### src/rtl/arcade_input_mapper.sv
// arcade_input_mapper: conditions hps_io joystick words into per-player arcade button levels,
//   with frame-synchronous coin pulses fed from a 3-entry credit queue and per-player autofire.
// Latency: 2 cycles joystick_in -> btn_*; coin start and autofire toggles land 1 cycle after a frame tick.
// Backpressure: none, free-running; coin presses arriving while 3 credits are queued are dropped.
// Ports: clk, reset_n (async, active-low), vblank (rising edge = frame tick),
//   joystick_in (16 bits per joystick: 0 R,1 L,2 D,3 U,4 fire,5 barrier,6 start1,7 start2,8 coin),
//   cocktail (1 = joystick k drives player k), autofire_en/autofire_rate,
//   btn_* per-player outputs, btn_player_start, btn_coin. All outputs registered.
module arcade_input_mapper #(
  parameter int NUM_PLAYERS     = 2,
  parameter int COIN_FRAMES     = 4,
  parameter int COIN_GAP_FRAMES = 4
) (
  input  logic                      clk,
  input  logic                      reset_n,
  input  logic                      vblank,
  input  logic [16*NUM_PLAYERS-1:0] joystick_in,
  input  logic                      cocktail,
  input  logic [NUM_PLAYERS-1:0]    autofire_en,
  input  logic [1:0]                autofire_rate,
  output logic [NUM_PLAYERS-1:0]    btn_left,
  output logic [NUM_PLAYERS-1:0]    btn_right,
  output logic [NUM_PLAYERS-1:0]    btn_up,
  output logic [NUM_PLAYERS-1:0]    btn_down,
  output logic [NUM_PLAYERS-1:0]    btn_fire,
  output logic [NUM_PLAYERS-1:0]    btn_barrier,
  output logic [NUM_PLAYERS-1:0]    btn_player_start,
  output logic                      btn_coin
);

  localparam logic [3:0] PULSE_TICKS = 4'(COIN_FRAMES);
  localparam logic [3:0] GAP_TICKS   = 4'(COIN_GAP_FRAMES);

  typedef enum logic [1:0] {
    S_IDLE  = 2'd0,
    S_PULSE = 2'd1,
    S_GAP   = 2'd2
  } coin_state_t;

  logic [16*NUM_PLAYERS-1:0] r_joy;
  logic                      r_vblank_d;
  logic                      r_coin_d;
  logic [1:0]                r_credits;
  coin_state_t               r_state;
  logic [3:0]                r_frame_cnt;
  logic [NUM_PLAYERS-1:0]    r_fire_d;
  logic [NUM_PLAYERS-1:0]    r_af_phase;
  logic [1:0]                r_af_cnt [NUM_PLAYERS];

  logic [15:0] w_any;
  logic [15:0] w_route [NUM_PLAYERS];
  logic        w_tick;
  logic        w_coin_edge;
  logic        w_gap_done;
  logic        w_coin_take;

  // Merged view of every joystick; used for upright routing, start buttons and coin.
  always_comb begin
    w_any = '0;
    for (int k = 0; k < NUM_PLAYERS; k++) begin
      w_any = w_any | r_joy[16*k +: 16];
    end
  end

  always_comb begin
    for (int k = 0; k < NUM_PLAYERS; k++) begin
      w_route[k] = cocktail ? r_joy[16*k +: 16] : w_any;
    end
  end

  assign w_tick      = vblank & ~r_vblank_d;
  assign w_coin_edge = w_any[8] & ~r_coin_d;
  assign w_gap_done  = (r_state == S_GAP) && w_tick && ((r_frame_cnt + 4'd1) == GAP_TICKS);
  // A queued credit starts a pulse on a tick from IDLE, or on the very tick the gap
  // completes, so back-to-back credits are spaced by exactly the gap length.
  assign w_coin_take = w_tick && (r_credits != 2'd0) && ((r_state == S_IDLE) || w_gap_done);

  always_ff @(posedge clk or negedge reset_n) begin
    if (!reset_n) begin
      r_joy      <= '0;
      r_vblank_d <= 1'b0;
      r_coin_d   <= 1'b0;
    end else begin
      r_joy      <= joystick_in;
      r_vblank_d <= vblank;
      r_coin_d   <= w_any[8];
    end
  end

  // Direction, barrier and start outputs.
  always_ff @(posedge clk or negedge reset_n) begin
    if (!reset_n) begin
      btn_left         <= '0;
      btn_right        <= '0;
      btn_up           <= '0;
      btn_down         <= '0;
      btn_barrier      <= '0;
      btn_player_start <= '0;
    end else begin
      for (int k = 0; k < NUM_PLAYERS; k++) begin
        btn_right[k]   <= w_route[k][0];
        btn_left[k]    <= w_route[k][1];
        btn_down[k]    <= w_route[k][2];
        btn_up[k]      <= w_route[k][3];
        btn_barrier[k] <= w_route[k][5];
        // Players 1 and 2 accept their start from any joystick; higher players
        // only from their own joystick's start1.
        if (k == 0) begin
          btn_player_start[k] <= w_any[6];
        end else if (k == 1) begin
          btn_player_start[k] <= w_any[7];
        end else begin
          btn_player_start[k] <= r_joy[16*k+6];
        end
      end
    end
  end

  // Credit queue and coin pulse shaper.
  always_ff @(posedge clk or negedge reset_n) begin
    if (!reset_n) begin
      r_credits   <= 2'd0;
      r_state     <= S_IDLE;
      r_frame_cnt <= 4'd0;
      btn_coin    <= 1'b0;
    end else begin
      case ({w_coin_edge, w_coin_take})
        2'b10: if (r_credits != 2'd3) r_credits <= r_credits + 2'd1;
        2'b01: r_credits <= r_credits - 2'd1;
        default: r_credits <= r_credits;
      endcase

      case (r_state)
        S_IDLE: begin
          if (w_coin_take) begin
            r_state     <= S_PULSE;
            btn_coin    <= 1'b1;
            r_frame_cnt <= 4'd0;
          end
        end
        S_PULSE: begin
          if (w_tick) begin
            if ((r_frame_cnt + 4'd1) == PULSE_TICKS) begin
              r_state     <= S_GAP;
              btn_coin    <= 1'b0;
              r_frame_cnt <= 4'd0;
            end else begin
              r_frame_cnt <= r_frame_cnt + 4'd1;
            end
          end
        end
        S_GAP: begin
          if (w_gap_done) begin
            r_frame_cnt <= 4'd0;
            if (w_coin_take) begin
              r_state  <= S_PULSE;
              btn_coin <= 1'b1;
            end else begin
              r_state <= S_IDLE;
            end
          end else if (w_tick) begin
            r_frame_cnt <= r_frame_cnt + 4'd1;
          end
        end
        default: begin
          r_state  <= S_IDLE;
          btn_coin <= 1'b0;
        end
      endcase
    end
  end

  // Autofire: phase starts high on the press, toggles every autofire_rate+1 ticks
  // while held, and is cleared on release so the next press starts high again.
  always_ff @(posedge clk or negedge reset_n) begin
    if (!reset_n) begin
      r_fire_d   <= '0;
      r_af_phase <= '0;
      btn_fire   <= '0;
      for (int k = 0; k < NUM_PLAYERS; k++) begin
        r_af_cnt[k] <= 2'd0;
      end
    end else begin
      for (int k = 0; k < NUM_PLAYERS; k++) begin
        r_fire_d[k] <= w_route[k][4];
        if (!w_route[k][4]) begin
          r_af_phase[k] <= 1'b0;
          r_af_cnt[k]   <= 2'd0;
          btn_fire[k]   <= 1'b0;
        end else if (!r_fire_d[k]) begin
          r_af_phase[k] <= 1'b1;
          r_af_cnt[k]   <= 2'd0;
          btn_fire[k]   <= 1'b1;
        end else if (w_tick && (r_af_cnt[k] == autofire_rate)) begin
          r_af_phase[k] <= ~r_af_phase[k];
          r_af_cnt[k]   <= 2'd0;
          btn_fire[k]   <= ~autofire_en[k] | ~r_af_phase[k];
        end else begin
          if (w_tick) r_af_cnt[k] <= r_af_cnt[k] + 2'd1;
          btn_fire[k] <= ~autofire_en[k] | r_af_phase[k];
        end
      end
    end
  end

endmodule

### config.mk
export PLATFORM = sky130hd
export DESIGN_NAME = arcade_input_mapper
export DESIGN_NICKNAME = d
export VERILOG_FILES = /design/src/rtl/arcade_input_mapper.sv
export SDC_FILE = /design/constraint.sdc
export NUM_CORES = 1
export LEC_CHECK = 0
export ABC_AREA = 1
export CELL_PAD_IN_SITES_DETAIL_PLACEMENT = 2
export CELL_PAD_IN_SITES_GLOBAL_PLACEMENT = 2
export CORE_MARGIN = 1
export CORE_UTILIZATION = 30
export CTS_BUF_LIST = sky130_fd_sc_hd__clkbuf_8
export DETAILED_ROUTE_END_ITERATION = 8
export PLACE_DENSITY_LB_ADDON = 0.2
export SETUP_SLACK_MARGIN = 0.02
export SKIP_CTS_REPAIR_TIMING = 1
export SLEW_MARGIN = 20
export SYNTH_ARGS = -nofsm -noshare
export SYNTH_HDL_FRONTEND = slang
export SYNTH_SLANG_ARGS = --single-unit
### constraint.sdc
create_clock -name clk -period 1.65 [get_ports clk]
set_input_delay 0.165 -clock clk [delete_from_list [all_inputs] [get_ports clk]]
set_output_delay 0.165 -clock clk [all_outputs]
set_load 0.01 [all_outputs]
Word level (Yosys, flattened, before mapping) --
Index checks and enable logic that the tools add are counted.
Operators by class: reductions and logical operators 15, mux-type cells 41, $add $sub $neg 5, bitwise operators 13, equal/unequal tests 18
Operator list (count):
- 2-to-1 mux 2 bit | 13
- 2-to-1 mux 4 bit | 5
- 2-to-1 mux 1 bit | 17
- 2-to-1 mux 6 bit | 2
- inequality test 2 bit, second input constant | 6
- case mux 4 bit (3 select lines) | 1
- bitwise OR 9 bit | 1
- inequality test 4 x 2 -> 1 bit, second input constant | 2
- AND reduction 4 bit | 2
- adder 2 x 1 -> 2 bit, second input constant | 3
- logical AND 1 bit | 6
- inequality test 3 x 2 -> 1 bit, second input constant | 2
- inverter 1 bit | 6
- case mux 2 bit (3 select lines) | 1
- adder 4 x 1 -> 4 bit, second input constant | 1
- == test 2 x 1 -> 1 bit, second input constant | 2
- == test 2 bit | 2
- == test 2 bit, second input constant | 2
- == test 4 x 3 -> 1 bit, second input constant | 1
- bitwise OR 1 bit | 4
- case mux 2 bit (2 select lines) | 1
- nonzero test 2 bit | 2
- inequality test 3 bit, second input constant | 1
- case mux 1 bit (3 select lines) | 1
- other kinds (7) | 8
Storage, ports and cells: flip-flop bits (word level) 58, output and inout bits 15

Longest topological paths before layout --
word-level depth 9, mapped depth 12

Worst setup path after synthesis --
Ideal clock, no wire load.
path kind flip-flop to flip-flop, from register r_frame_cnt[0], to register r_credits[0], slack 293 ps, data required time 1534 ps, clock period less this slack 1357 ps, data arrival time 1240 ps, stages on the path, launching flop included 12, cells stage by stage dfrtp_1 ha_1 nand2_1 nand2_2 nor2_4 nand3_2 nand2_2 nand2_2 nand2_2 nand2_1 nand2_1 nand2_1
Between the ends: word-level cells in the longest chain between the ends 8, elaborated cells between the ends (all ways) 11, those cells by class 1 x add/sub; 4 x eq/ne; 1 x mux; 5 x reduce/logical
Ends and longest elaborated chain:
- start, declared | RTL line 45 | logic [3:0] r_frame_cnt;
- start signal, assigned | RTL line 148 | r_frame_cnt <= r_frame_cnt + 4'd1;
- start signal, assigned | RTL line 162 | r_frame_cnt <= r_frame_cnt + 4'd1;
- adder 4 x 1 -> 4 bit (*) | RTL line 73 | assign w_gap_done = (r_state == S_GAP) && w_tick && ((r_frame_cnt + 4'd1) == GAP_TICKS);
- == test 4 x 3 -> 1 bit (*) | RTL line 73
- logical AND 1 bit (*) | RTL line 73
- logical OR 1 bit (*) | RTL line 76 | assign w_coin_take = w_tick && (r_credits != 2'd0) && ((r_state == S_IDLE) || w_gap_done);
- logical AND 1 bit (*) | RTL line 76
- == test 2 bit or == test 2 x 1 -> 1 bit (tied branches) | RTL line 127 | case ({w_coin_edge, w_coin_take})
- inequality test 2 bit (no line) or nonzero test 2 bit (tied branches)
- AND reduction 2 bit (no line)
- end signal, assigned | RTL line 128 | 2'b10: if (r_credits != 2'd3) r_credits <= r_credits + 2'd1;
- end signal, assigned | RTL line 129 | 2'b01: r_credits <= r_credits - 2'd1;
- end signal, assigned | RTL line 130 | default: r_credits <= r_credits;
- end, declared | RTL line 43 | logic [1:0] r_credits;
Every way passes the cells marked *; elsewhere a longest branch is shown, timed or not. A chain may end at the register's enable or synchronous reset.

Final worst setup path --
from register r_frame_cnt[1], to register btn_coin
Between the ends: word-level cells in the longest chain between the ends 8, elaborated cells between the ends (all ways) 11, those cells by class 1 x add/sub; 3 x eq/ne; 3 x mux; 4 x reduce/logical
Ends and longest elaborated chain:
- adder 4 x 1 -> 4 bit (*) | RTL line 73, 143
- == test 4 x 3 -> 1 bit (*) | RTL line 73, 143
- logical AND 1 bit | RTL line 73
- logical OR 1 bit | RTL line 76
- logical AND 1 bit | RTL line 76
- 2-to-1 mux 1 bit (2 in series)
- case mux 1 bit (3 select lines)
- end signal, assigned | RTL line 125 | btn_coin <= 1'b0;
- end signal, assigned | RTL line 137 | btn_coin <= 1'b1;
- end signal, assigned | RTL line 145 | btn_coin <= 1'b0;
- end, declared | RTL line 28 | output logic btn_coin
Every way passes the cells marked *; elsewhere a longest branch is shown, timed or not. The select of a mux whose other input is x is not followed.

==> impl_metrics.toml <==
[clock_network]
numCtsBuffers = 5
cts_tree = "done"
clk_path_buf_depth = 2
clk_latency_ns = 0.31
clk_pin_slew_ns = 0.09
cts.sinks = 51
cts_root_buf = "clkbuf_8"
htree_levels = 2

[timing]
setup_viol = 0
finalClockSkew_ns = 0.00509
min_period_over_period_pct = 91.1
fmax_ghz = 0.665
worstMarginPinSlew_ns = 0.277
period_needed_ns = 1.50
finalHoldViolCount = 0
tns_ns = 0
slew_headroom_pct = 81.5
drv_slew = 0
rsz0062_at_grt = "false"

[final_layout]
area_growth_pct = 35.0
nets = 300
finalNonFillerCells = 332
drive_gt1_share_pct = 15.7
diodes = 0
fin_util_pct = 42.7

[yosys]
syn_area_per_cell_um2 = 10.3
synth_fa_ha_area_share_pct = 3.68
syn-num-nets = 245
synth_seq_area_share_pct = 62.5
synth.area.mux_share_pct = 0.490
netlist_instances = 199
synth_common_cells = "dfrtp_1 (51), nand2_1 (37), inv_1 (31)"
synth_ff_type = "dfrtp_1"
ys_types = 25
yosysTopAreaCell = "dfrtp_1"
synth_top_family_by_area = "simple AND/OR/NAND/NOR gates"
synth_seq_cells = 51
synthTopCellsByArea = "dfrtp_1 (63%), nand2_1 (6.8%), inv_1 (5.7%)"
synthSimpleGateAreaFrac_pct = 17.5
async_flop_share_pct = 100
synth_top_area_share_pct = 62.5
synth_edf_count = 0
yosys_warnings = 0
synth_compound_area_share_pct = 6.86
syn_area_um2 = 2040
synth_most_common_cell = "dfrtp_1"
synth_xor_area_share_pct = 2.57

[run_status]
violations = "DRC"
status = "finished with violations"

[worst_setup_path]
rr_worst_depth = 8
max_stage_delay_ns = 0.44
critPathMaxFanout = 4
cp.required_ns = 1.86
start_kind = "flop"
critPathKind = "reg -> reg"
path_cells = "buf_4 -> ha_1 -> inv_1 -> nor2_4 -> nand2_1 -> o22ai_1 -> or2_1 -> nand2_1"
crit_slowest_cell = "dfrtp_1"
worstPathArrival_ns = 1.71
endpoint_kind = "flop"
crit_top_cell = "nand2_1"

[power]
ir_drop_v = 0.000433
power.leakage_nw = 1.29
power_density_nw_per_um2 = 1240

[route]
wl_per_cell_um = 13.9
routed_via_density = 4.57
drt_iter0_markers = 28
postRouteAntennaNets = 0
num_vias = 1518
routed_wl_um = 4600
dr.pass1.iters = 6
drc_errors = 4

[die]
start_util_pct = 31.6
ios = 55
core_area_um2 = 6460
dieArea_um2 = 7140
die_w_um = 84.5
rows = 29
die_height_um = 84.5

[placement]
numPortBuffers = 40
dp_hpwl_um = 3310
post-place-cells = 320
place.gp.congestion = 0.710

[worst_hold_path]
min_path_cells = 1
hold_class = "in -> reg"

[global_route]
grt_max_degree = 52
gr-usage-all-layers_pct = 14.0
first_global_vias = 1686
antenna_found_initial = 0
grt_pass1_wl_um = 7700
grt_overflow = 0

[job]
maxCapViolCount = 0
==> kinds of logic (layout without fill, tap and decap cells) <==
logic type,Yosys count,in the layout
AND/OR/NAND/NOR,75,75
XOR/XNOR,6,6
AO/OA/AOI/OAI,25,25
multiplexers,1,1
flip-flops,51,51
adder cells (fa/ha/maj),6,6
buffers and inverters,35,91
==> critical path: cells and delay by family (launching register included) <==
family	cells	cell delay [ns]
AOI/OAI and AO/OA	1	0.20
and+or+nand+nor	4	0.43
adders and majority gates	1	0.13
DFF	1	0.44
buffers and inverters	2	0.21
==> placed cells by master (no fill, tap or decap), drive strengths merged, types with 3 or more instances in the layout <==
master	synthesis	layout
a21oi	4	4
buf	0	9
clkbuf	1	5
clkdlybuf4s50	0	39
dfrtp	51	51
ha	6	6
inv	34	36
nand2	43	43
nand3	18	18
nand4	4	4
nor2	6	6
o21ai	17	17
or2	3	3
xnor2	4	4
==> power by group <==
group | total, mW | switching [mW] | internal, mW
Sequential | 1.52 | 0.117 | 1.40
Combinational | 0.992 | 0.570 | 0.422
Clock | 0.895 | 0.442 | 0.453
==> metrics by stage <==
step / area [um2] / hold slack, ns / worst slack, ns / power [mW]
2_1_floorplan: 2040 / -0.131 / 0.293 / 2.08
3_3_place_gp: 2580 / 0.176 / 0.0727 / 2.42
3_5_place_dp: 2580 / 0.179 / 0.0233 / 2.46
4_1_cts: 2690 / -0.171 / 0.0778 / 3.38
5_1_grt: 2760 / 0.276 / 0.0187 / 3.65
6_report: 2760 / 0.286 / 0.146 / 3.41
==> cell type report <==
class,count,area (um2)
clock buffer,5,68.8
clock inverter,3,42.5
fill,706,3700
inverter,34,128
multi-input combinational,113,666
sequential,51,1280
tap,77,96.3
timing repair buffer,49,478
==> state kept, by name (all words and copies together) (netlist names) <==
register and count:
btn_fire 2, r_state 2, btn_coin 1, r_vblank_d 1
r_joy 18, btn_barrier 2, r_coin_d 1, r_credits 2
r_frame_cnt 4, btn_up 2, btn_right 2, r_af_cnt 4
btn_left 2, btn_down 2, r_fire_d 2, btn_player_start 2
r_af_phase 2
==> final timing paths <==
kind                                     start                  end  slack [ns]
min in group asynchronous              reset_n          r_fire_d[0]        0.37
worst max register to register  r_frame_cnt[1]             btn_coin        0.15
worst min register to register        r_joy[6]  btn_player_start[0]        0.44
worst max-delay path            r_frame_cnt[1]             btn_coin        0.15
max in group asynchronous              reset_n       btn_barrier[1]        1.04
worst min-delay path            joystick_in[7]             r_joy[7]        0.29
==> metal layers <==
metal  up-vias  GRT usage [%]  wire [um]
met5         -              0          0
met4         0           5.08         61
met3         7           3.93        219
met2        33           26.5       2420
met1       749           14.8       1900
li1        729              -          -
(Power assumes the default switching activity.)
